==> src/rtl/zero_run_detector_pkg.sv <==
// Shared state encoding and default sizing for the zero-run detector.
// Holds no logic; imported by the detector top and its counter.
package zero_run_detector_pkg;

  localparam logic [1:0] S_IDLE   = 2'd0;
  localparam logic [1:0] S_COUNT  = 2'd1;
  localparam logic [1:0] S_REPORT = 2'd2;

  localparam int DEF_W       = 8;
  localparam int DEF_MIN_RUN = 3;
  localparam int CNT_MAX     = (2 ** DEF_W) - 1;

endpackage

==> src/rtl/zero_run_counter.sv <==
// W-bit saturating run counter; clr with inc loads 1, clr alone loads 0.
// Single-cycle update, frozen while i_en is low; o_at_max flags saturation.
module zero_run_counter #(
  parameter int W = 8
) (
  input  logic         i_clock,
  input  logic         i_reset,
  input  logic         i_en,
  input  logic         i_clr,
  input  logic         i_inc,
  output logic [W-1:0] o_cnt,
  output logic         o_at_max
);

  logic [W-1:0] r_cnt;
  logic         w_at_max;

  assign w_at_max = (r_cnt == {W{1'b1}});

  always_ff @(posedge i_clock) begin
    if (i_reset) begin
      r_cnt <= '0;
    end else if (i_en) begin
      if (i_clr) begin
        r_cnt <= i_inc ? W'(1) : '0;
      end else if (i_inc && !w_at_max) begin
        r_cnt <= r_cnt + W'(1);
      end
    end
  end

  assign o_cnt    = r_cnt;
  assign o_at_max = w_at_max;

endmodule

==> src/rtl/zero_run_detector.sv <==
// Measures runs of ~(x1|x0) samples and reports lengths >= MIN_RUN via valid/ack.
// valid rises on the edge sampling the run's end; it holds until the edge after ack.
module zero_run_detector
  import zero_run_detector_pkg::*;
#(
  parameter int W       = DEF_W,
  parameter int MIN_RUN = DEF_MIN_RUN
) (
  input  logic         clock,
  input  logic         reset,
  input  logic         x1,
  input  logic         x0,
  input  logic         enable,
  input  logic         ack,
  output logic         valid,
  output logic [W-1:0] run_len,
  output logic         sat,
  output logic         busy
);

  localparam logic [W-1:0] L_MIN_RUN = W'(MIN_RUN);

  logic [1:0]   r_state;
  logic [1:0]   w_state_nxt;
  logic         w_z;
  logic         w_cnt_clr;
  logic         w_cnt_inc;
  logic         w_load;
  logic [W-1:0] w_cnt;
  logic         w_at_max;
  logic [W-1:0] r_run_len;
  logic         r_sat;

  assign w_z = ~(x1 | x0);

  zero_run_counter #(.W(W)) u_cnt (
    .i_clock  (clock),
    .i_reset  (reset),
    .i_en     (enable),
    .i_clr    (w_cnt_clr),
    .i_inc    (w_cnt_inc),
    .o_cnt    (w_cnt),
    .o_at_max (w_at_max)
  );

  always_ff @(posedge clock) begin
    if (reset) begin
      r_state <= S_IDLE;
    end else begin
      r_state <= w_state_nxt;
    end
  end

  // Only REPORT reacts while enable is low: ack must still release the report.
  always_comb begin
    w_state_nxt = r_state;
    w_cnt_clr   = 1'b0;
    w_cnt_inc   = 1'b0;
    w_load      = 1'b0;
    case (r_state)
      S_IDLE: begin
        if (enable && w_z) begin
          w_state_nxt = S_COUNT;
          w_cnt_clr   = 1'b1;
          w_cnt_inc   = 1'b1;
        end
      end
      S_COUNT: begin
        if (enable) begin
          if (w_z) begin
            w_cnt_inc = 1'b1;
          end else begin
            w_cnt_clr = 1'b1;
            if (w_cnt >= L_MIN_RUN) begin
              w_state_nxt = S_REPORT;
              w_load      = 1'b1;
            end else begin
              w_state_nxt = S_IDLE;
            end
          end
        end
      end
      S_REPORT: begin
        if (ack) begin
          w_state_nxt = S_IDLE;
        end
      end
      default: begin
        w_state_nxt = S_IDLE;
      end
    endcase
  end

  always_comb begin
    valid = (r_state == S_REPORT);
    busy  = (r_state == S_COUNT);
  end

  always_ff @(posedge clock) begin
    if (reset) begin
      r_run_len <= '0;
      r_sat     <= 1'b0;
    end else if (w_load) begin
      r_run_len <= w_cnt;
      r_sat     <= w_at_max;
    end
  end

  assign run_len = r_run_len;
  assign sat     = r_sat;

endmodule

==> config.mk <==
export PLATFORM = sky130hd
export DESIGN_NAME = zero_run_detector
export DESIGN_NICKNAME = d
export VERILOG_FILES = /design/src/rtl/zero_run_detector_pkg.sv /design/src/rtl/zero_run_counter.sv /design/src/rtl/zero_run_detector.sv
export SDC_FILE = /design/constraint.sdc
export NUM_CORES = 1
export LEC_CHECK = 0
export BUFFER_PORTS_ARGS = -buffer_cell sky130_fd_sc_hd__buf_2
export CORE_ASPECT_RATIO = 1.4
export CORE_MARGIN = 2
export CORE_UTILIZATION = 40
export DETAILED_ROUTE_END_ITERATION = 10
export SLEW_MARGIN = 40
export SYNTH_ARGS = -nofsm -noshare
export SYNTH_HDL_FRONTEND = slang
export SYNTH_HIERARCHICAL = 1
export SYNTH_SLANG_ARGS = --single-unit
==> constraint.sdc <==
create_clock -name clock -period 5.13 [get_ports clock]
set_input_delay 0.7695 -clock clock [delete_from_list [all_inputs] [get_ports clock]]
set_output_delay 0.7695 -clock clock [all_outputs]
set_load 0.01 [all_outputs]
==> results.cfg <==
[power]
switching_power_uw = 57.6
vdd_ir_drop_max_uv = 97.8
internal-power_uw = 186
totalPowerFinal_uw = 244
power_frac_clock = 0.305
power.static_leakage_nw = 0.449
power.sequential.fraction = 0.615
power.share.combinational = 0.080
power_per_cell_area_mw_per_mm2 = 217
sw_frac_of_total = 0.236

[route]
postRouteAntennaNets = 0
drtIter0Drc = 20
drt-pass1-iter-count = 4
vias = 861
post-route-drc-count = 0
post_drt_via_cell_ratio = 5.78
drt_wl_total_mm = 1.99
routed_wire_length_per_instance_um = 13.3

[logic_synthesis]
synth_cells = 111
synth_cell_type_count = 40
synth.top_cells.by_area = dfxtp_1 (38%), mux2i_1 (11%), nand2_1 (8.3%), a211oi_1 (4.5%), a31oi_1 (2.5%)
synth_enable_flop_cells = 0
synth_top_area_cell = dfxtp_1
ys_async_sr_fraction = 0
synth.yosys.warnings = 6
postSynthRegisterBits = 19
syn_area_per_cell_um2 = 8.96
yosys_most_used_dff = dfxtp_1
synth_top_cell_area_share = 0.382
syn_area_um2 = 995
synth.yosys.seq_area_share = 0.382
syn-num-nets = 118

[cts]
cts_htree_levels = 1
post_cts_resize_count = 0
tritoncts.num_buffers = 3
max-clock-path-buffers = 2
clock-sinks = 19
clkLatencyLatePin_ps = 290
tritoncts = yes
cts.repair_timing.setup_buffer_count = 0
cts.hold.buffers_added = 0
cts.root.buffer_cell = clkbuf_4
clock_transition_time_at_the_flip_flop_clock_pins_of_the_worst_setup_and_hold_paths_ps = 100

[placement]
detailed_place.area_mm2 = 0.00108
detailed_place_hpwl_mm = 1.45
numPortBuffers = 16
final_replace_weighted_congestion = 0.772

[finish]
final_design_area_no_fill_mm2 = 0.00112
antennaDiodeCount = 0
n_fill_cell = 242
layout-area-overhead-vs-synth_pct = 12.8
layout-drive-gt1-share = 0.214
layout.nets = 134
seq_area_um2 = 380
multi_input_comb_area_um2 = 589

[timing]
setup_viol_count_final = 0
hold_ws_ps = 460
max-slew-margin-rel = 0.579
min_period_over_period = 0.412
tns_ps = 0
fmax_mhz = 474
timing.final.hold_violations = 0
final_max_slew_viol_count = 0
minimum_clock_period_after_layout_ps = 2110
actual_transition_at_the_worst_max_transition_pin_ps = 630
worst_setup_skew_after_layout_ps = 2.18
rsz0062_at_grt = no

[floorplanning]
core_region_area_mm2 = 0.00236
pin_count = 17
std_cell_rows = 21
fp.dieH_um = 63.0
die_area_mm2 = 0.00291
initial_core_util = 0.421
die_w_um = 46.1

[global_routing]
grtUsageTotal = 0.159
grt_first_pass_wirelength_mm = 3.50
antenna_found_initial = 0
gr-total-overflow = 0
grt_start_max_net_pins = 20
first_global_vias = 772

[critical_path]
critPathCaptureType = register
arrival_time_of_the_worst_setup_path_ps = 2340
timing.critical_path.required_ps = 5360
crit_path_kind = in2reg
critPathMaxFanout = 19
crit_path_start_kind = input pin

[job]
max-cap-violations = 0

[outcome]
status = finished clean

[hold_path]
hold_class = reg2reg
[worst paths after layout]
kind	start	slack (ps)	depth (start not counted)	end
setup reg to reg	r_state[1]	3360	4	u_cnt/o_cnt[1]
setup / recovery	enable	3020	5	u_cnt/o_cnt[1]
hold / removal	run_len[2]	460	2	run_len[2]
hold reg to reg	run_len[2]	460	2	run_len[2]
[metrics by stage]
step | cells | util | setup WS [ps]
3_3_place_gp | 145 | 0.456 | 2440
5_1_grt | 149 | 0.475 | 2880
6_report | 149 | 0.475 | 3020
4_1_cts | 149 | 0.470 | 2760
3_5_place_dp | 145 | 0.459 | 2440
2_1_floorplan | 111 | - | 3030
[per-layer routing]
metal  up-vias  global-route usage  wire length, µm
met3         2              0.0260               77
li1        439                   -                -
met2        23               0.234              960
met5         -                   0                0
met4         0              0.0643               19
met1       397               0.222              931
[power groups by stage]
stage	Combinational (mW)	Sequential, mW	Clock, mW
floorplan	0.0133	0.153	0
global placement	0.0184	0.153	0
finish	0.0195	0.150	0.0744
detailed placement	0.0190	0.153	0
global route	0.0218	0.150	0.0868
CTS	0.0191	0.150	0.0784
[cell type report]
class / instances / area share
multi-input cells: 83 / 0.525
clock buffers: 4 / 0.0234
inverters: 4 / 0.0156
repair buffers: 16 / 0.0713
flip-flops and latches: 19 / 0.339
well taps: 23 / 0.0256
[synthesized netlist by cell type, types with 2 or more instances]
library cell,count
nand4_1,2
nor4b_1,2
a31oi_1,4
dfxtp_1,19
and3_1,3
clkbuf_1,4
o21ai_0,2
a21oi_1,2
a211oi_1,6
nor3_1,3
mux2i_1,11
and2_1,3
inv_1,2
nand2_1,22
[flip-flops by register name, summed over array words and instances (netlist names)]
register / cells
sat: 1
u_cnt/o_cnt: 8
run_len: 8
r_state: 2
[cell families after synthesis]
logic type	count (synthesis)	share of synthesized area
flip-flops	19	0.382
multiplexers	11	0.111
adder cells (fa/ha/maj)	1	0.0126
AND/OR/NAND/NOR	45	0.253
buffers and inverters	9	0.0440
AO/OA/AOI/OAI	25	0.189
XOR/XNOR	1	0.00881
[critical path: stages]
cell and delay [ps]:
buf_2 280, nor4b_2 470, nand2_1 180, or4b_1 500, a21oi_1 140
[cells in the final DEF (no fill, tap or decap), drive strengths merged, types with 2 or more instances in the layout]
| cell type | Yosys | final |
|---|---|---|
| mux2i | 11 | 11 |
| nor3 | 3 | 3 |
| and3 | 4 | 4 |
| a31oi | 4 | 4 |
| nand2 | 22 | 22 |
| nand4 | 2 | 2 |
| inv | 3 | 3 |
| a21oi | 2 | 2 |
| buf | 1 | 16 |
| nand2b | 2 | 2 |
| and2 | 3 | 3 |
| o21ai | 2 | 2 |
| nor4b | 2 | 2 |
| clkbuf | 4 | 4 |
| dfxtp | 19 | 19 |
| a211oi | 7 | 7 |
| a31o | 2 | 2 |
No activity file was read; power rests on OpenSTA's default activity.
